<file path="src/rtl/otter_intc_pkg.sv">
// Shared register-map constants for the otter external interrupt controller.
package otter_intc_pkg;

    // Register byte offsets within the 32-byte MMIO window
    localparam logic [4:0] INTC_PENDING_OFF = 5'h00;
    localparam logic [4:0] INTC_ENABLE_OFF  = 5'h04;
    localparam logic [4:0] INTC_EDGE_OFF    = 5'h08;
    localparam logic [4:0] INTC_CLAIM_OFF   = 5'h0C;
    localparam logic [4:0] INTC_STATUS_OFF  = 5'h10;

    // Word index of each register (bus_addr[4:2])
    localparam logic [2:0] INTC_PENDING_IDX = INTC_PENDING_OFF[4:2];
    localparam logic [2:0] INTC_ENABLE_IDX  = INTC_ENABLE_OFF[4:2];
    localparam logic [2:0] INTC_EDGE_IDX    = INTC_EDGE_OFF[4:2];
    localparam logic [2:0] INTC_CLAIM_IDX   = INTC_CLAIM_OFF[4:2];
    localparam logic [2:0] INTC_STATUS_IDX  = INTC_STATUS_OFF[4:2];

    // Source ID meaning "no source"
    localparam logic [4:0] INTC_ID_NONE = 5'd0;

    // STATUS register fields: {26'b0, busy, claim_id[4:0]}
    localparam int unsigned INTC_STATUS_ID_LSB = 0;
    localparam int unsigned INTC_STATUS_ID_MSB = 4;
    localparam int unsigned INTC_STATUS_BUSY   = 5;

endpackage

</file>
<file path="src/rtl/otter_intc_gateway.sv">
// Per-source gateway: synchroniser, rising-edge detect and pending flop.
module otter_intc_gateway #(
    parameter int unsigned SYNC_STAGES = 2
) (
    input  logic clk,
    input  logic rst_n,
    input  logic irq,         // raw asynchronous request
    input  logic edge_mode,   // 1 = edge triggered, 0 = level
    input  logic in_service,  // this source is the one currently claimed
    input  logic claim_clr,   // claim of this source in edge mode
    output logic pending
);

    logic [SYNC_STAGES-1:0] sync_q;
    logic                   s_prev_q;
    logic                   s;
    logic                   rise;
    logic                   pending_d;

    assign s    = sync_q[SYNC_STAGES-1];
    assign rise = s & ~s_prev_q;

    // Next pending state; a new edge beats a same-cycle claim
    always_comb begin
        pending_d = pending;
        if (edge_mode) begin
            if (rise) begin
                pending_d = 1'b1;
            end else if (claim_clr) begin
                pending_d = 1'b0;
            end
        end else if (!in_service) begin
            pending_d = s;
        end
    end

    // Synchroniser chain, edge history and pending state
    always_ff @(posedge clk or negedge rst_n) begin
        if (!rst_n) begin
            sync_q   <= '0;
            s_prev_q <= 1'b0;
            pending  <= 1'b0;
        end else begin
            sync_q   <= {sync_q[SYNC_STAGES-2:0], irq};
            s_prev_q <= s;
            pending  <= pending_d;
        end
    end

endmodule

</file>
<file path="src/rtl/otter_intc.sv">
// External interrupt controller: gateways, fixed-priority arbiter and MMIO
// claim/complete register window feeding ext_intrpt to the CSR unit.
module otter_intc
    import otter_intc_pkg::*;
#(
    parameter int unsigned NUM_SRC     = 8,
    parameter int unsigned SYNC_STAGES = 2
) (
    input  logic               clk,
    input  logic               rst_n,
    input  logic [NUM_SRC-1:0] src_irq,
    input  logic               bus_sel,
    input  logic               bus_we,
    input  logic [4:0]         bus_addr,
    input  logic [31:0]        bus_wdata,
    output logic [31:0]        bus_rdata,
    output logic               bus_rvld,
    output logic               ext_intrpt
);

    logic [NUM_SRC-1:0] pending;
    logic [NUM_SRC-1:0] enable_q;
    logic [NUM_SRC-1:0] edge_q;
    logic [NUM_SRC-1:0] in_service;
    logic [NUM_SRC-1:0] claim_clr;
    logic [NUM_SRC-1:0] pend_en;
    logic               busy_q;
    logic [4:0]         claim_id_q;
    logic [31:0]        rdata_q;
    logic               rvld_q;
    logic               ext_q;
    logic [4:0]         winner_id;
    logic [4:0]         claim_val;
    logic [2:0]         reg_idx;
    logic               rd_strobe;
    logic               wr_strobe;
    logic               claim_rd;
    logic               complete_wr;
    logic [31:0]        rd_mux;
    logic               unused_bits;

    assign reg_idx     = bus_addr[4:2];
    assign rd_strobe   = bus_sel & ~bus_we;
    assign wr_strobe   = bus_sel & bus_we;
    assign pend_en     = pending & enable_q;
    // A claim while busy reads 0 and has no side effects
    assign claim_val   = busy_q ? INTC_ID_NONE : winner_id;
    assign claim_rd    = rd_strobe && (reg_idx == INTC_CLAIM_IDX) && (claim_val != INTC_ID_NONE);
    assign complete_wr = wr_strobe && (reg_idx == INTC_CLAIM_IDX) && busy_q &&
                         (bus_wdata[4:0] == claim_id_q);
    assign unused_bits = ^{bus_addr[1:0], bus_wdata};

    genvar gi;
    generate
        for (gi = 0; gi < NUM_SRC; gi++) begin : g_src
            assign in_service[gi] = busy_q && (claim_id_q == 5'(gi + 1));
            assign claim_clr[gi]  = claim_rd && (claim_val == 5'(gi + 1)) && edge_q[gi];

            otter_intc_gateway #(
                .SYNC_STAGES(SYNC_STAGES)
            ) u_gateway (
                .clk       (clk),
                .rst_n     (rst_n),
                .irq       (src_irq[gi]),
                .edge_mode (edge_q[gi]),
                .in_service(in_service[gi]),
                .claim_clr (claim_clr[gi]),
                .pending   (pending[gi])
            );
        end
    endgenerate

    // Fixed priority: lowest pending & enabled index wins, reported as index+1
    always_comb begin
        winner_id = INTC_ID_NONE;
        for (int i = NUM_SRC - 1; i >= 0; i--) begin
            if (pend_en[i]) begin
                winner_id = 5'(i + 1);
            end
        end
    end

    // Read data selection
    always_comb begin
        rd_mux = '0;
        case (reg_idx)
            INTC_PENDING_IDX: rd_mux[NUM_SRC-1:0] = pending;
            INTC_ENABLE_IDX:  rd_mux[NUM_SRC-1:0] = enable_q;
            INTC_EDGE_IDX:    rd_mux[NUM_SRC-1:0] = edge_q;
            INTC_CLAIM_IDX:   rd_mux[4:0]         = claim_val;
            INTC_STATUS_IDX: begin
                rd_mux[INTC_STATUS_BUSY]                          = busy_q;
                rd_mux[INTC_STATUS_ID_MSB:INTC_STATUS_ID_LSB] = claim_id_q;
            end
            default:          rd_mux = '0;
        endcase
    end

    // Register file, claim/complete tracking, read return and request output
    always_ff @(posedge clk or negedge rst_n) begin
        if (!rst_n) begin
            enable_q   <= '0;
            edge_q     <= '0;
            busy_q     <= 1'b0;
            claim_id_q <= INTC_ID_NONE;
            rdata_q    <= '0;
            rvld_q     <= 1'b0;
            ext_q      <= 1'b0;
        end else begin
            rvld_q <= rd_strobe;
            if (rd_strobe) begin
                rdata_q <= rd_mux;
            end
            ext_q <= (|pend_en) && !busy_q;
            if (wr_strobe && (reg_idx == INTC_ENABLE_IDX)) begin
                enable_q <= bus_wdata[NUM_SRC-1:0];
            end
            if (wr_strobe && (reg_idx == INTC_EDGE_IDX)) begin
                edge_q <= bus_wdata[NUM_SRC-1:0];
            end
            if (claim_rd) begin
                busy_q     <= 1'b1;
                claim_id_q <= claim_val;
            end else if (complete_wr) begin
                busy_q     <= 1'b0;
                claim_id_q <= INTC_ID_NONE;
            end
        end
    end

    assign bus_rdata  = rdata_q;
    assign bus_rvld   = rvld_q;
    assign ext_intrpt = ext_q;

endmodule

</file>
<file path="config.mk">
export PLATFORM = sky130hd
export DESIGN_NAME = otter_intc
export DESIGN_NICKNAME = d
export VERILOG_FILES = /design/src/rtl/otter_intc_pkg.sv /design/src/rtl/otter_intc_gateway.sv /design/src/rtl/otter_intc.sv
export SDC_FILE = /design/constraint.sdc
export NUM_CORES = 1
export LEC_CHECK = 0
export CELL_PAD_IN_SITES_DETAIL_PLACEMENT = 1
export CELL_PAD_IN_SITES_GLOBAL_PLACEMENT = 1
export CORE_MARGIN = 2
export CORE_UTILIZATION = 42
export CTS_BUF_LIST = sky130_fd_sc_hd__clkbuf_8
export DETAILED_ROUTE_END_ITERATION = 8
export GPL_ROUTABILITY_DRIVEN = 1
export PLACE_DENSITY = 0.85
export SLEW_MARGIN = 10
export SYNTH_ARGS = -nofsm -noshare
export SYNTH_HDL_FRONTEND = slang
export SYNTH_SLANG_ARGS = --single-unit
export TNS_END_PERCENT = 50
</file>
<file path="constraint.sdc">
create_clock -name clk -period 3.25 [get_ports clk]
set_input_delay 0.4875 -clock clk [delete_from_list [all_inputs] [get_ports clk]]
set_output_delay 0.4875 -clock clk [all_outputs]
set_load 0.005 [all_outputs]
</file>
==> results.yml <==
logic_synthesis:
  syn_inst: 278
  synth_ff_type: "dfrtp_1"
  synth_cell_types: 62
  syn_area_per_cell_um2: 11.39
  synth_edf_count: 0
  yosys_warnings: 0
  asyncSetResetFlopFracSynth: 1.000
  synth_seq_cells: 63
  syn_area_um2: 3167
  yosysSeqAreaShare: 0.4978
die:
  die_h_um: 90.83
  coreArea_um2: 7292
  fp.dieW_um: 90.83
  start_util: 0.4343
  io_pins: 83
  rows: 31
  die-area_um2: 8250
worst_setup_path:
  crit_path_end_kind: "flop"
  setup.worst_path.end: "enable_q[2]"
  cp.arrival_ns: 2.64
  r2r_start: "enable_q[1]"
  r2r_setup_slack_ns: 1.30
  r2r_cells: 4
  crit_required_ns: 3.49
  cp-startpoint: "bus_addr[3]"
  rr_endpoint: "g_src[7].u_gateway.pending"
  cp-start-kind: "primary input"
  crit_fanout: 9
  path_class: "in -> reg"
layout:
  mostFrequentLayoutCells: "63 x dfrtp_1, 31 x clkdlybuf4s50_1, 24 x conb_1, 19 x nand2_1, 14 x inv_1"
  fillers: 821
  multi_input_area_um2: 1354
  fin_util: 0.5021
  final_cells: 419
  syn_to_final_growth_pct: 15.61
  antennaDiodeCount: 0
  seq_area_um2: 1577
  layout_commonest_cell: "dfrtp_1"
  drive_gt1_frac: 0.1531
  nets: 364
sta:
  maxSlewViolCount: 0
  slew-limit-headroom: 0.5743
  fmax_mhz: 416.3
  fin_crit_ns: 2.402
  grt_setup_unrepaired: "false"
  finClkSkew_ns: 0.005657
  tns_ns: 0
  worst_slew_pin_slew_ns: 0.6385
  setup_viol: 0
  finalHoldViolCount: 0
  finalCritPeriodShare: 0.7391
clocking:
  postCtsSetupBuffers: 0
  htreeDepth: 3
  insertion_delay_ns: 0.36
  clock_sinks: 63
  cts_root_buf: "clkbuf_8"
  cts_tree: "yes"
  cts_resized: 0
  clk_pin_slew_ns: 0.07
  clock_path_buffers: 2
  cts_buffers: 9
  cts.hold.buffers_added: 0
grt:
  grt_pass1_vias: 2461
  grt_pass1_wl_mm: 13.02
  gr-total-overflow: 0
  grt_max_degree: 30
  grt_use_total: 0.2058
  antenna_found_initial: 0
drt:
  postRouteAntennaNets: 0
  drc: 0
  via_count: 2354
  drt_wl_total_mm: 7.991
  via_per_inst: 5.618
  firstDrtPassIters: 4
  wl_per_cell_um: 19.07
  drt-initial-drc-count: 185
job:
  maxCapViolCount: 0
status:
  status: "finished, final reports clean"
pwr:
  ir_drop_v: 0.0002918
  total_power_mw: 2.176
  power_density_nw_per_um2: 594.4
  p_leak_nw: 1.595
placement:
  place.port_buffers: 32
  place_inst: 403
  dp_hpwl_mm: 5.769
  place_congestion: 0.9085
hold_path:
  hold_class: "in -> async"
[critical path, stage by stage]
cell and delay [ns]:
clkdlybuf4s50_1 0.61, nor3b_2 0.54, and3_1 0.59, mux2_2 0.41
[cell type report]
| class | instances | share of cell area |
|---|---|---|
| Clock buffer | 10 | 0.03759 |
| Clock inverter | 6 | 0.01435 |
| Inverter | 13 | 0.01333 |
| Multi-Input combinational cell | 189 | 0.3698 |
| Sequential cell | 63 | 0.4306 |
| Tap cell | 99 | 0.03383 |
| Timing Repair Buffer | 39 | 0.1005 |
[where the power goes]
part / leakage (nW) / internal [mW] / switching (mW)
Clock: 0.108 / 0.365 / 0.302
Sequential: 0.743 / 0.890 / 0.158
Combinational: 0.744 / 0.230 / 0.231
[registers in the layout, indices dropped and copies added (netlist names)]
signal and cells:
enable_q 8, g_src.u_gateway.pending 8, ext_intrpt 1, bus_rdata 8, edge_q 8, busy_q 1, g_src.u_gateway.s_prev_q 8, bus_rvld 1
g_src.u_gateway.sync_q 16, claim_id_q 4
[per-stage QoR]
stage | setup WS, ns | cell area [um2] | hold slack, ns
final | 0.8479 | 3661 | 0.1495
after global placement | 0.6072 | 3471 | 0.3312
after detailed placement | 0.5493 | 3471 | 0.3358
after floorplan | 1.524 | 3253 | 0.1919
after CTS | 0.9113 | 3661 | 0.1649
after global routing | 0.8382 | 3661 | 0.1837
[Yosys cell counts, drive strengths merged (2+ instances only)]
master   instances  area share
a221oi           3      0.0083
a21oi            8       0.014
a21boi           2      0.0047
a22oi            2      0.0047
a22o            11       0.037
o31ai            3      0.0071
mux2i           11       0.035
o2bb2ai          2      0.0055
clkbuf           2      0.0055
nor2             7      0.0091
nand2b           2      0.0040
dfrtp           63        0.50
xnor2            2      0.0055
nor3             4      0.0099
and4             2      0.0055
nor3b            2      0.0079
o21ai            6      0.0095
and2             3      0.0059
nand2           19       0.023
nand3b           5       0.012
buf             34       0.081
a2bb2oi          4       0.011
and3             2      0.0040
and3b            2      0.0055
nand4            5      0.0099
o22ai            2      0.0040
o221ai           3      0.0083
o32ai            3      0.0083
inv             13       0.015
xor2             2      0.0055
nor4             4       0.013
mux2            15       0.053
o211ai           4      0.0095
nor2b            4      0.0087
nand3            8       0.014
[metal layers]
layer	up-vias	track usage	part of all wire
met2	97	0.3420	0.50
met1	1196	0.2546	0.41
met3	16	0.04925	0.068
met4	0	0.09217	0.017
met5	-	0	0
li1	1045	-	-
[cell families (layout without fill, tap and decap cells)]
kind of cell / Yosys count / after routing / synth area share
AND/OR/NAND/NOR: 72 / 72 / 0.1391
AO/OA/AOI/OAI: 63 / 63 / 0.1608
flip-flops: 63 / 63 / 0.4978
buffers and inverters: 49 / 68 / 0.1019
multiplexers: 26 / 26 / 0.08811
XOR/XNOR: 4 / 4 / 0.01106
other: 1 / 24 / 0.001184
[how the worst min path moves through the flow]
stage / start / endpoint
CTS: rst_n / g_src[1].u_gateway.sync_q[0]
global placement: g_src[3].u_gateway.sync_q[0] / g_src[3].u_gateway.sync_q[1]
floorplan: rst_n / bus_rdata[0]
global route: rst_n / g_src[3].u_gateway.sync_q[1]
finish: rst_n / g_src[1].u_gateway.sync_q[0]
detailed placement: g_src[5].u_gateway.sync_q[0] / g_src[5].u_gateway.sync_q[1]
No activity file was read; power rests on OpenSTA's default activity.
